===== config.mk =====
export PLATFORM = sky130hd
export DESIGN_NAME = mm_port_arbiter_flat
export DESIGN_NICKNAME = d
export VERILOG_FILES = /design/src/rtl/mm_port_arbiter_if.sv /design/src/rtl/mm_port_arbiter.sv /design/src/flat_wrapper.sv
export SDC_FILE = /design/constraint.sdc
export NUM_CORES = 1
export LEC_CHECK = 0
export CAP_MARGIN = 20
export CORE_AREA = 2 2 82 84
export CTS_CLUSTER_DIAMETER = 30
export DETAILED_ROUTE_END_ITERATION = 12
export DIE_AREA = 0 0 84 86
export DONT_BUFFER_PORTS = 1
export PLACE_DENSITY = 0.6
export SETUP_SLACK_MARGIN = 0.1
export SYNTH_ARGS = -nofsm -noshare
export SYNTH_HDL_FRONTEND = slang
export SYNTH_SLANG_ARGS = --single-unit

===== constraint.sdc =====
create_clock -name clock -period 3.02 [get_ports clock]
set_input_delay 0.151 -clock clock [delete_from_list [all_inputs] [get_ports clock]]
set_output_delay 0.151 -clock clock [all_outputs]
set_load 0.02 [all_outputs]

===== src/rtl/mm_port_arbiter_if.sv =====
// Bundle between NUM_MASTERS bus agents, the port arbiter and one memory-mapped slave.
// The slave modport is the arbiter's view; the master modport is the agents' and peripheral's view.
interface mm_port_arbiter_if #(
  parameter int NUM_MASTERS = 2,
  parameter int DATA_WIDTH  = 32,
  parameter int ADDR_WIDTH  = 8
);
  localparam int BE_W = DATA_WIDTH / 8;

  logic [NUM_MASTERS-1:0]            m_read;
  logic [NUM_MASTERS-1:0]            m_write;
  logic [NUM_MASTERS*BE_W-1:0]       m_byte_enable;
  logic [NUM_MASTERS*ADDR_WIDTH-1:0] m_address;
  logic [NUM_MASTERS*DATA_WIDTH-1:0] m_write_data;
  logic [NUM_MASTERS-1:0]            m_ack;
  logic [NUM_MASTERS-1:0]            m_read_valid;
  logic [DATA_WIDTH-1:0]             m_read_data;

  logic                              s_read_enable;
  logic                              s_write_enable;
  logic [BE_W-1:0]                   s_write_byte_enable;
  logic [ADDR_WIDTH-1:0]             s_address;
  logic [DATA_WIDTH-1:0]             s_write_data;
  logic [DATA_WIDTH-1:0]             s_read_data;

  modport slave (
    input  m_read, m_write, m_byte_enable, m_address, m_write_data, s_read_data,
    output m_ack, m_read_valid, m_read_data,
           s_read_enable, s_write_enable, s_write_byte_enable, s_address, s_write_data
  );

  modport master (
    output m_read, m_write, m_byte_enable, m_address, m_write_data, s_read_data,
    input  m_ack, m_read_valid, m_read_data,
           s_read_enable, s_write_enable, s_write_byte_enable, s_address, s_write_data
  );
endinterface


===== src/rtl/mm_port_arbiter.sv =====
// Round-robin arbiter sharing one memory-mapped slave port among NUM_MASTERS requesters.
// Registers the winning command, acks it in the same cycle it drives the slave, and routes read data back.
module mm_port_arbiter #(
  parameter int NUM_MASTERS = 2,
  parameter int DATA_WIDTH  = 32,
  parameter int ADDR_WIDTH  = 8
) (
  input  logic               clock,
  input  logic               reset,
  mm_port_arbiter_if.slave   bus
);
  localparam int BE_W  = DATA_WIDTH / 8;
  localparam int IDX_W = (NUM_MASTERS > 1) ? $clog2(NUM_MASTERS) : 1;
  localparam logic [IDX_W-1:0]       LAST_IDX = IDX_W'(NUM_MASTERS - 1);
  localparam logic [NUM_MASTERS-1:0] ONE      = NUM_MASTERS'(1);

  typedef struct packed {
    logic                  rd;
    logic                  wr;
    logic [BE_W-1:0]       be;
    logic [ADDR_WIDTH-1:0] addr;
    logic [DATA_WIDTH-1:0] data;
  } cmd_t;

  cmd_t             cmd_q, cmd_d;
  logic             issue_valid_q, issue_valid_d;
  logic [IDX_W-1:0] issue_idx_q, issue_idx_d;
  logic [IDX_W-1:0] last_grant_q, last_grant_d;
  logic             rd_pending_q, rd_pending_d;
  logic [IDX_W-1:0] rd_idx_q, rd_idx_d;

  logic [NUM_MASTERS-1:0] elig;
  logic                   found;
  logic [IDX_W-1:0]       win;

  // The master on the slave port still holds its request during its ack cycle; mask it.
  always_comb begin
    elig = bus.m_read | bus.m_write;
    if (issue_valid_q) elig[issue_idx_q] = 1'b0;
  end

  always_comb begin
    int cand;
    found = 1'b0;
    win   = last_grant_q;
    cand  = 0;
    for (int k = 1; k <= NUM_MASTERS; k++) begin
      cand = int'(last_grant_q) + k;
      if (cand >= NUM_MASTERS) cand = cand - NUM_MASTERS;
      if (!found && elig[IDX_W'(cand)]) begin
        found = 1'b1;
        win   = IDX_W'(cand);
      end
    end
  end

  always_comb begin
    cmd_d         = '0;
    issue_valid_d = found;
    issue_idx_d   = win;
    last_grant_d  = win;
    for (int i = 0; i < NUM_MASTERS; i++) begin
      if (found && win == IDX_W'(i)) begin
        cmd_d.rd   = bus.m_read[i];
        cmd_d.wr   = bus.m_write[i];
        cmd_d.be   = bus.m_byte_enable[i*BE_W +: BE_W];
        cmd_d.addr = bus.m_address[i*ADDR_WIDTH +: ADDR_WIDTH];
        cmd_d.data = bus.m_write_data[i*DATA_WIDTH +: DATA_WIDTH];
      end
    end
    rd_pending_d = issue_valid_q & cmd_q.rd;
    rd_idx_d     = issue_idx_q;
  end

  always_ff @(posedge clock) begin
    if (reset) begin
      cmd_q         <= '0;
      issue_valid_q <= 1'b0;
      issue_idx_q   <= '0;
      last_grant_q  <= LAST_IDX;
      rd_pending_q  <= 1'b0;
      rd_idx_q      <= '0;
    end else begin
      cmd_q         <= cmd_d;
      issue_valid_q <= issue_valid_d;
      issue_idx_q   <= issue_idx_d;
      last_grant_q  <= last_grant_d;
      rd_pending_q  <= rd_pending_d;
      rd_idx_q      <= rd_idx_d;
    end
  end

  assign bus.m_ack               = issue_valid_q ? (ONE << issue_idx_q) : '0;
  assign bus.m_read_valid        = rd_pending_q  ? (ONE << rd_idx_q)    : '0;
  assign bus.m_read_data         = rd_pending_q  ? bus.s_read_data      : '0;
  assign bus.s_read_enable       = cmd_q.rd;
  assign bus.s_write_enable      = cmd_q.wr;
  assign bus.s_write_byte_enable = cmd_q.be;
  assign bus.s_address           = cmd_q.addr;
  assign bus.s_write_data        = cmd_q.data;
endmodule


===== src/flat_wrapper.sv =====
// flat-port wrapper written by rule: the top's interface ports become plain ports
module mm_port_arbiter_flat 
#(
  parameter int NUM_MASTERS = 2,
  parameter int DATA_WIDTH  = 32,
  parameter int ADDR_WIDTH  = 8
)
  (clock, reset, bus_m_read, bus_m_write, bus_m_byte_enable, bus_m_address, bus_m_write_data, bus_s_read_data, bus_m_ack, bus_m_read_valid, bus_m_read_data, bus_s_read_enable, bus_s_write_enable, bus_s_write_byte_enable, bus_s_address, bus_s_write_data);
  mm_port_arbiter_if #(.NUM_MASTERS(NUM_MASTERS), .DATA_WIDTH(DATA_WIDTH), .ADDR_WIDTH(ADDR_WIDTH)) bus_i ();
  input  logic clock;
  input  logic reset;
  input wire logic [$bits(bus_i.m_read)-1:0] bus_m_read;
  input wire logic [$bits(bus_i.m_write)-1:0] bus_m_write;
  input wire logic [$bits(bus_i.m_byte_enable)-1:0] bus_m_byte_enable;
  input wire logic [$bits(bus_i.m_address)-1:0] bus_m_address;
  input wire logic [$bits(bus_i.m_write_data)-1:0] bus_m_write_data;
  input wire logic [$bits(bus_i.s_read_data)-1:0] bus_s_read_data;
  output wire logic [$bits(bus_i.m_ack)-1:0] bus_m_ack;
  output wire logic [$bits(bus_i.m_read_valid)-1:0] bus_m_read_valid;
  output wire logic [$bits(bus_i.m_read_data)-1:0] bus_m_read_data;
  output wire logic [$bits(bus_i.s_read_enable)-1:0] bus_s_read_enable;
  output wire logic [$bits(bus_i.s_write_enable)-1:0] bus_s_write_enable;
  output wire logic [$bits(bus_i.s_write_byte_enable)-1:0] bus_s_write_byte_enable;
  output wire logic [$bits(bus_i.s_address)-1:0] bus_s_address;
  output wire logic [$bits(bus_i.s_write_data)-1:0] bus_s_write_data;
  assign bus_i.m_read = bus_m_read;
  assign bus_i.m_write = bus_m_write;
  assign bus_i.m_byte_enable = bus_m_byte_enable;
  assign bus_i.m_address = bus_m_address;
  assign bus_i.m_write_data = bus_m_write_data;
  assign bus_i.s_read_data = bus_s_read_data;
  assign bus_m_ack = bus_i.m_ack;
  assign bus_m_read_valid = bus_i.m_read_valid;
  assign bus_m_read_data = bus_i.m_read_data;
  assign bus_s_read_enable = bus_i.s_read_enable;
  assign bus_s_write_enable = bus_i.s_write_enable;
  assign bus_s_write_byte_enable = bus_i.s_write_byte_enable;
  assign bus_s_address = bus_i.s_address;
  assign bus_s_write_data = bus_i.s_write_data;
  mm_port_arbiter #(.NUM_MASTERS(NUM_MASTERS), .DATA_WIDTH(DATA_WIDTH), .ADDR_WIDTH(ADDR_WIDTH)) u_core (.clock(clock), .reset(reset), .bus(bus_i));
endmodule

==> results of run 1 <==
-- per-layer routing --
| layer | routed length [um] | vias to the layer above | GRT usage, % |
|---|---|---|---|
| met2 | 3286 | 135 | 29.96 |
| met4 | 70 | 0 | 4.985 |
| met3 | 607 | 6 | 6.160 |
| li1 | - | 958 | - |
| met5 | 0 | - | 0 |
| met1 | 2690 | 901 | 20.49 |
-- how the worst max path moves through the flow --
stage          slack [ns]                                      to  cells past startpoint
2_1_floorplan        1.37      u_core.bus.s_address[2]$_SDFF_PP0_                      7
3_3_place_gp         1.30      u_core.bus.s_address[4]$_SDFF_PP0_                      7
3_5_place_dp         1.25      u_core.bus.s_address[4]$_SDFF_PP0_                      7
4_1_cts              0.71  u_core.bus.s_write_data[11]$_SDFF_PP0_                      8
5_1_grt              0.49  u_core.bus.s_write_data[25]$_SDFF_PP0_                      8
6_report             0.66  u_core.bus.s_write_data[25]$_SDFF_PP0_                      8
-- worst max-delay path: stages, from the launching register on --
cell and delay [ns]:
dfxtp_1 0.32, nor2b_1 0.12, buf_4 0.16, nor2_1 0.17
ha_2 0.36, buf_12 0.28, nand3b_1 0.15, a21oi_1 0.06
dlygate4sd3_1 0.58
-- sequential cells by signal, indices dropped and copies added (netlist names) --
| name | flops |
|---|---|
| u_core.bus.s_write_data | 32 |
| u_core.bus.s_address | 8 |
| u_core.bus.s_write_byte_enable | 4 |
| u_core.bus.s_read_enable | 1 |
| u_core.bus.s_write_enable | 1 |
| u_core.issue_idx_q | 1 |
| u_core.issue_valid_q | 1 |
| u_core.last_grant_q | 1 |
| u_core.rd_idx_q | 1 |
| u_core.rd_pending_q | 1 |
-- layout make-up --
class	count	share of cell area (%)
clock buffer	7	2.876
clock inverter	1	0.2918
inverter	1	0.1251
multi-input combinational	184	34.56
sequential	51	34.01
tap	77	3.210
timing repair buffer	72	24.93
-- metrics by stage --
| step | area, um2 | hold WS, ns | instances |
|---|---|---|---|
| final | 3002 | 0.01208 | 393 |
| after global routing | 3002 | 0.004711 | 393 |
| after detailed placement | 2206 | 0.2247 | 316 |
| after global placement | 2206 | 0.2236 | 316 |
| after CTS | 2982 | 0.0005215 | 391 |
| after floorplan | 2217 | 0.2870 | 260 |
-- where the power goes --
group | switching [mW] | internal, mW | leakage (nW)
Sequential | 0.125 | 0.750 | 0.419
Combinational | 0.183 | 0.198 | 0.687
Clock | 0.220 | 0.188 | 0.0484
-- cells by family (layout without fill, tap and decap cells) --
| kind of cell | count (synthesis) | after routing |
|---|---|---|
| fa+ha+maj | 2 | 2 |
| compound gates | 46 | 46 |
| flops | 51 | 51 |
| buf+inv | 25 | 81 |
| simple gates | 136 | 136 |
-- cell usage in the layout, fill, tap and decap left out, drive strengths merged --
| master | count |
|---|---|
| nand3b | 46 |
| nand2b | 1 |
| clkbuf | 7 |
| dfxtp | 51 |
| nor3 | 1 |
| ha | 2 |
| and2 | 34 |
| inv | 1 |
| clkinv | 1 |
| buf | 4 |
| nor2 | 4 |
| nand2 | 47 |
| a21oi | 46 |
| dlygate4sd3 | 68 |
| nor2b | 3 |
==> impl_metrics.py, run 1 <==
metrics = {
    "global_routing": {
        "grt_remaining_overflow": 0,
        "grt_usage_pct": 17.37,
        "grt_pass1_wl_um": 9949,
        "grt_max_degree": 79,
        "grt_pass1_vias": 1970,
        "antenna_found_initial": 0,
    },
    "worst_setup_path": {
        "r2r_slack_ns": 0.66,
        "cp_max_fo": 78,
        "cp-end-kind": "flop",
        "r2r-start": "u_core.issue_valid_q$_SDFF_PP0_",
        "crit_arrival_ns": 2.54,
        "cp-start-kind": "flop",
        "ff2ff_path_depth": 8,
        "crit_type": "reg2reg",
        "required_ns": 3.20,
        "r2r-end": "u_core.bus.s_write_data[25]$_SDFF_PP0_",
        "cp-startpoint": "u_core.issue_valid_q$_SDFF_PP0_",
    },
    "worst_hold_path": {
        "min-delay-start": "bus_m_address[12]",
        "hold_path.class": "in2reg",
        "holdPathEnd": "u_core.bus.s_address[4]$_SDFF_PP0_",
        "whs_path_depth": 2,
    },
    "cts": {
        "clkTransAtPathRegs_ns": 0.09,
        "root_buffer": "clkbuf_8",
        "cts_repair_resize_count": 0,
        "postCtsHoldBufs": 67,
        "cts_setup_buffers": 0,
        "cts_num_sinks": 51,
        "cts_buffer_depth": 2,
        "htree_levels": 2,
        "clk_latency_ns": 0.29,
        "cts_made_buffers": 5,
        "cts_tree": "done",
    },
    "yosys": {
        "synth_top_family_by_area": "simple AND/OR/NAND/NOR gates",
        "synth_compound_area_share_pct": 10.38,
        "avgSynthCellArea_um2": 8.527,
        "syn_inst": 260,
        "synth_fa_ha_area_share_pct": 1.129,
        "syn-cell-area_um2": 2217,
        "synth_cell_types": 16,
        "synth.area.mux_share_pct": 0,
        "yosysSeqAreaShare_pct": 46.05,
        "synthArstFlopShare_pct": 0,
        "synthFlopType": "dfxtp_1",
        "synthTopCellsByCount": "51 x dfxtp_1, 47 x nand2_1, 46 x a21oi_1, 46 x nand3b_1, 34 x and2_1",
        "synth_area_leaders": "dfxtp_1 46%, nand3b_1 16%, a21oi_1 10%",
        "synth-simple-area-share_pct": 35.16,
        "ys_warn_count": 0,
        "yosysTopAreaCell": "dfxtp_1",
        "synth-seq-cells": 51,
        "synth_nets": 388,
        "synth_most_common_cell": "dfxtp_1",
        "yosys.area_share.xor_xnor_pct": 0,
        "synth_edf_count": 0,
        "synth_top_area_share_pct": 46.05,
    },
    "sta": {
        "min_period_ns": 2.360,
        "fin_crit_sh_pct": 78.15,
        "final_hold_viol_count": 0,
        "drv_slew": 0,
        "final.setup_skew_ns": 0.006079,
        "tns_ns": 0,
        "relSlewSlack_pct": 54.61,
        "max_freq_mhz": 423.7,
        "setup_viol": 0,
        "worst_slew_pin_slew_ns": 0.6799,
        "rsz0062_at_grt": "false",
        "worst_slack_ns": 0.6599,
    },
    "layout": {
        "layout-drive-gt1-share_pct": 3.797,
        "fillerInstances": 573,
        "area_growth_pct": 35.38,
        "multi_input_area_um2": 1037,
        "final_util_pct": 47.82,
        "antenna_cells": 0,
        "regArea_um2": 1021,
        "nets": 443,
    },
    "floorplanning": {
        "start_util_pct": 35.32,
        "fp.dieW_um": 84,
        "coreArea_um2": 6277,
        "dieArea_um2": 7224,
        "num_io_pins": 208,
        "rows": 29,
        "die_h_um": 86,
    },
    "detailed_routing": {
        "dr.pass1.iters": 4,
        "wl_per_cell_um": 16.93,
        "drc": 0,
        "vias_per_cell": 5.089,
        "drtIter0Drc": 100,
        "drt_wl_total_um": 6654,
        "num_vias": 2000,
        "antenna_left": 0,
    },
    "power": {
        "vdd_drop_max_uv": 294.8,
        "powerDensity_nw_per_um2": 554.7,
        "p_total_mw": 1.665,
        "p_leak_nw": 1.155,
    },
    "placement": {
        "hpwl_um": 4114,
        "pre_cts_ws_ns": 1.252,
        "gp_congestion": 0.7367,
        "port_buffers": 0,
    },
    "run": {
        "maxCapViolCount": 0,
    },
    "outcome": {
        "outcome": "completed",
    },
}
(Power assumes the default switching activity.)
==> run 2, diff against run 1 <==
Clock period 3.02 ns to 2.3 ns, I/O delays scaled along.
==> impl_metrics.py, run 2 (synthesis gave the netlist of run 1 again) <==
metrics = {
    "power": {
        "p_comb_share_pct": 26.6,
        "p_int_mw": 1.536,
        "p_leak_nw": 1.320,
        "pwr-share-seq_pct": 50.4,
        "powerDensity_nw_per_um2": 695.4,
        "clockPowerShare_pct": 23.0,
        "switchingPower_mw": 0.7466,
        "vdd_drop_max_uv": 427.3,
        "p_sw_share_pct": 32.71,
    },
    "layout": {
        "antenna_cells": 0,
        "largest_reg_flops": 32,
        "fin_area_um2": 3282,
        "layout-drive-gt1-share_pct": 4.971,
        "layout_common_cells": "92 x dlygate4sd3_1, 51 x dfxtp_1, 47 x nand2_1",
        "nets": 469,
        "area_growth_pct": 48.02,
        "fillerInstances": 530,
        "final_common_cell": "dlygate4sd3_1",
    },
    "worst_setup_path": {
        "r2r_slack_ns": 0.24,
        "crit_type": "reg2reg",
        "cp-startpoint": "u_core.issue_valid_q$_SDFF_PP0_",
        "required_ns": 2.55,
        "crit_arrival_ns": 2.32,
        "r2r-start": "u_core.issue_valid_q$_SDFF_PP0_",
        "critical_path.endpoint": "u_core.bus.s_address[2]$_SDFF_PP0_",
        "cp-end-kind": "flop",
        "r2r-end": "u_core.bus.s_address[2]$_SDFF_PP0_",
        "cp-start-kind": "flop",
        "ff2ff_path_depth": 7,
        "cp_max_fo": 41,
    },
    "cts": {
        "clk_latency_ns": 0.30,
        "htree_levels": 2,
        "cts_tree": "done",
        "clkTransAtPathRegs_ns": 0.10,
        "cts_buffer_depth": 2,
        "cts_num_sinks": 51,
        "root_buffer": "clkbuf_8",
        "cts_made_buffers": 5,
    },
    "detailed_routing": {
        "drt_wl_total_um": 7151,
        "wl_per_cell_um": 17.07,
        "drc": 0,
        "drtIter0Drc": 72,
        "dr.pass1.iters": 4,
        "num_vias": 2173,
        "antenna_left": 0,
        "vias_per_cell": 5.186,
    },
    "sta": {
        "final.setup_skew_ns": 0.001968,
        "drv_slew": 0,
        "rsz0062_at_grt": "false",
        "setup_viol": 0,
        "max_freq_mhz": 484.4,
        "relSlewSlack_pct": 56.36,
        "worst_slew_pin_slew_ns": 0.6537,
        "fin_crit_sh_pct": 89.76,
        "min_period_ns": 2.064,
        "final_hold_viol_count": 0,
        "tns_ns": 0,
    },
    "global_routing": {
        "grt_pass1_vias": 2055,
        "grt_usage_pct": 17.69,
        "antenna_found_initial": 0,
        "grt_remaining_overflow": 0,
        "grt_max_degree": 83,
        "grt_pass1_wl_um": 10110,
    },
    "outcome": {
        "outcome": "completed",
    },
    "placement": {
        "placed_area_um2": 2206,
        "hpwl_um": 3899,
        "port_buffers": 0,
        "gp_congestion": 0.7284,
    },
    "run": {
        "maxCapViolCount": 0,
    },
    "floorplanning": {
        "fp.dieW_um": 84,
        "rows": 29,
        "coreArea_um2": 6277,
        "start_util_pct": 35.32,
        "die_h_um": 86,
        "dieArea_um2": 7224,
        "num_io_pins": 208,
    },
    "worst_hold_path": {
        "hold_path.class": "in2reg",
    },
}
==> run 2: power groups by stage <==
stage / Combinational (mW) / Clock, mW / Sequential (mW)
floorplan: 0.336 / 0 / 1.15
finish: 0.607 / 0.525 / 1.15
CTS: 0.551 / 0.550 / 1.15
global route: 0.661 / 0.582 / 1.16
global placement: 0.344 / 0 / 1.17
detailed placement: 0.353 / 0 / 1.17
==> run 2: metrics by stage <==
step / std cells / util [%] / power (mW) / hold slack, ns / setup slack, ns
3_3_place_gp: 316 / 35.14 / 1.514 / 0.1880 / 0.7458
2_1_floorplan: 260 / - / 1.483 / 0.2510 / 0.6496
6_report: 419 / 52.28 / 2.282 / 0.03669 / 0.2356
3_5_place_dp: 316 / 35.14 / 1.521 / 0.1890 / 0.7079
5_1_grt: 419 / 52.28 / 2.403 / 0.03597 / 0.1318
4_1_cts: 417 / 51.52 / 2.250 / 0.03318 / 0.1266
==> run 2: layout make-up <==
cell class / instances / area [um2] / share of cell area [%]
Clock buffer: 5 / 68.82 / 2.097
Clock inverter: 3 / 18.77 / 0.5719
Inverter: 1 / 3.754 / 0.1144
Multi-Input combinational cell: 184 / 1052 / 32.06
Sequential cell: 51 / 1021 / 31.11
Tap cell: 77 / 96.34 / 2.936
Timing Repair Buffer: 98 / 1021 / 31.11
==> run 2: worst max-delay path: stages (launching register included) <==
cell and delay [ns]:
dfxtp_1 0.33, nor2b_1 0.15, nor2_2 0.18, ha_2 0.24, buf_12 0.21, nand3b_1 0.14
a21oi_1 0.16, dlygate4sd3_1 0.56
==> run 2: worst min path at each step <==
stage	start	to	slack [ns]	cells past startpoint
floorplan	bus_m_write[1]	u_core.bus.s_write_enable$_SDFF_PP0_	0.25	2
global placement	reset	u_core.bus.s_write_data[14]$_SDFF_PP0_	0.19	1
detailed placement	reset	u_core.issue_idx_q$_SDFF_PP0_	0.19	1
CTS	bus_m_write[0]	u_core.issue_valid_q$_SDFF_PP0_	0.03	2
global route	bus_m_write[0]	u_core.issue_valid_q$_SDFF_PP0_	0.04	2
finish	bus_m_write[0]	u_core.issue_valid_q$_SDFF_PP0_	0.04	2
==> run 2: timing repair <==
| item | 4_1_cts | 5_1_grt |
|---|---|---|
| gates resized for setup | 0 | 3 |
| hold endpoints to repair | 51 | 0 |
| endpoints found under the setup margin | 0 | 41 |
| setup buffers | 0 | 1 |
| hold buffers | 93 | 0 |
==> run 2: routing by layer <==
layer / routed length (um) / track usage, % / vias to the layer above
met5: 0 / 0 / -
met4: 135 / 6.452 / 0
met3: 701 / 7.411 / 12
met2: 3765 / 32.65 / 141
met1: 2548 / 17.88 / 1005
li1: - / - / 1015
==> run 3, diff against run 2 <==
==> constraint.sdc (replaced) <==
create_clock -name clock -period 2.3 [get_ports clock]
set_input_delay 0.115 -clock clock [delete_from_list [all_inputs] [get_ports clock]]
set_output_delay 0.115 -clock clock [all_outputs]
set_load 0.1 [all_outputs]
==> impl_metrics.py, run 3 (synthesis gave the netlist of run 1 again) <==
metrics = {
    "outcome": {
        "outcome": "completed",
    },
    "global_routing": {
        "grt_pass1_vias": 2309,
        "grt_usage_pct": 19.22,
        "antenna_found_initial": 0,
        "grt_pass1_wl_um": 11200,
        "grt_remaining_overflow": 0,
        "grt_max_degree": 67,
    },
    "worst_setup_path": {
        "cp-end-kind": "flop",
        "ff2ff_path_depth": 7,
        "cp-start-kind": "flop",
        "cp_max_fo": 43,
        "crit_path_cell_trace": "nor2b_2 > nor2_1 > ha_2 > buf_12 > nand3b_1 > a21oi_1 > dlygate4sd3_1",
        "cpPeakStageDelay_ns": 0.57,
        "crit_arrival_ns": 2.31,
        "crit_type": "reg2reg",
        "required_ns": 2.55,
        "slowest_stage": "dlygate4sd3_1",
    },
    "floorplanning": {
        "num_io_pins": 208,
        "fp.dieW_um": 84,
        "start_util_pct": 35.32,
        "coreArea_um2": 6277,
        "die_h_um": 86,
        "rows": 29,
        "dieArea_um2": 7224,
    },
    "worst_hold_path": {
        "whs_path_depth": 2,
        "hold_path.class": "in2reg",
    },
    "sta": {
        "rsz0062_at_grt": "false",
        "worst_slew_pin_slew_ns": 0.9824,
        "tns_ns": 0,
        "max_freq_mhz": 484.1,
        "fin_crit_sh_pct": 89.82,
        "min_period_ns": 2.066,
        "relSlewSlack_pct": 34.42,
        "final_hold_viol_count": 0,
        "setup_viol": 0,
        "final.setup_skew_ns": 0.01417,
        "drv_slew": 0,
    },
    "detailed_routing": {
        "dr.pass1.iters": 4,
        "wl_met2_um": 3767,
        "wl_per_cell_um": 16.21,
        "vias_per_cell": 5.029,
        "highest_layer": "met4",
        "antenna_left": 0,
        "drtIter0Drc": 77,
        "routed-wl-met3_um": 671,
        "wl_met1_um": 2827,
        "num_vias": 2293,
        "drc": 0,
        "drt_wl_total_um": 7394,
    },
    "cts": {
        "cts_tree": "done",
        "cts_num_sinks": 51,
        "cts_buffer_depth": 2,
        "clk_latency_ns": 0.30,
        "htree_levels": 2,
        "cts_setup_buffers": 0,
        "clkTransAtPathRegs_ns": 0.10,
        "root_buffer": "clkbuf_8",
        "cts_made_buffers": 5,
    },
    "power": {
        "vdd_drop_max_uv": 571.3,
        "p_leak_nw": 1.448,
        "powerDensity_nw_per_um2": 807.8,
        "p_total_mw": 2.862,
    },
    "placement": {
        "gp_congestion": 0.6948,
        "hpwl_um": 4037,
        "port_buffers": 0,
    },
    "layout": {
        "layout_common_cells": "92 x dlygate4sd3_1, 51 x dfxtp_1, 47 x nand2_1",
        "antenna_cells": 0,
        "largest_reg_flops": 32,
        "fillerInstances": 543,
        "area_growth_pct": 59.82,
        "layout-drive-gt1-share_pct": 14.51,
        "nets": 506,
        "final_common_cell": "dlygate4sd3_1",
    },
    "run": {
        "maxCapViolCount": 0,
    },
}
-- run 3: cell types whose count changed in the layout (fill, tap and decap cells not counted), sizes merged --
| cell | previous run | this run |
|---|---|---|
| buf | 5 | 43 |
| clkinv | 2 | 1 |
-- run 3: layout make-up --
class                   count  area, um2  area share (%)
repair buffers            135       1281           36.16
flip-flops and latches     51       1021           28.81
well taps                  77      96.34           2.719
clock inverters             2      13.76          0.3884
clock buffers               6      82.58           2.331
multi-input cells         184       1045           29.48
inverters                   1      3.754          0.1059
-- run 3: metrics by stage --
step                      cell area, um2  setup slack [ns]  std cells  util, %  hold WS, ns
after floorplan                     2220            0.1134        260        -       0.2510
after global placement              2504            0.6512        355    39.88       0.1876
after detailed placement            2504            0.5812        355    39.88       0.1909
after CTS                           3541            0.1997        456    56.41      0.01257
after global routing                3543            0.1119        456    56.45      0.03019
final                               3543            0.2341        456    56.45      0.01508
-- run 3: power breakdown --
group / leakage (nW) / switching (mW) / internal, mW / total [mW]
clock network: 0.0516 / 0.301 / 0.247 / 0.548
registers: 0.419 / 0.646 / 0.983 / 1.63
logic: 0.977 / 0.388 / 0.297 / 0.685
-- run 3: worst max-delay path, delay by kind of cell, from the launching register on --
| kind | cells | cell delay [ns] |
|---|---|---|
| buf+inv | 2 | 0.79 |
| simple gates | 3 | 0.42 |
| flops | 1 | 0.32 |
| fa+ha+maj | 1 | 0.28 |
| compound gates | 1 | 0.16 |
-- run 3: final timing paths --
check / end / startpoint / slack (ns)
hold / removal: u_core.issue_valid_q$_SDFF_PP0_ / bus_m_write[0] / 0.02
setup reg to reg: u_core.bus.s_write_byte_enable[2]$_SDFF_PP0_ / u_core.issue_valid_q$_SDFF_PP0_ / 0.23
hold reg to reg: u_core.rd_pending_q$_SDFF_PP0_ / u_core.issue_valid_q$_SDFF_PP0_ / 0.47
setup / recovery: u_core.bus.s_write_byte_enable[2]$_SDFF_PP0_ / u_core.issue_valid_q$_SDFF_PP0_ / 0.23
-- run 3: metal layers --
layer / vias up / global-route usage [%]
li1: 1087 / -
met4: 0 / 7.771
met2: 142 / 33.45
met1: 1052 / 21.39
met3: 12 / 7.026
met5: - / 0
-- run 3: repair_timing --
action | CTS | global route
hold buffers | 93 | 0
resized for setup | 0 | 1
endpoints found under the hold margin | 51 | 0
endpoints found under the setup margin | 0 | 10
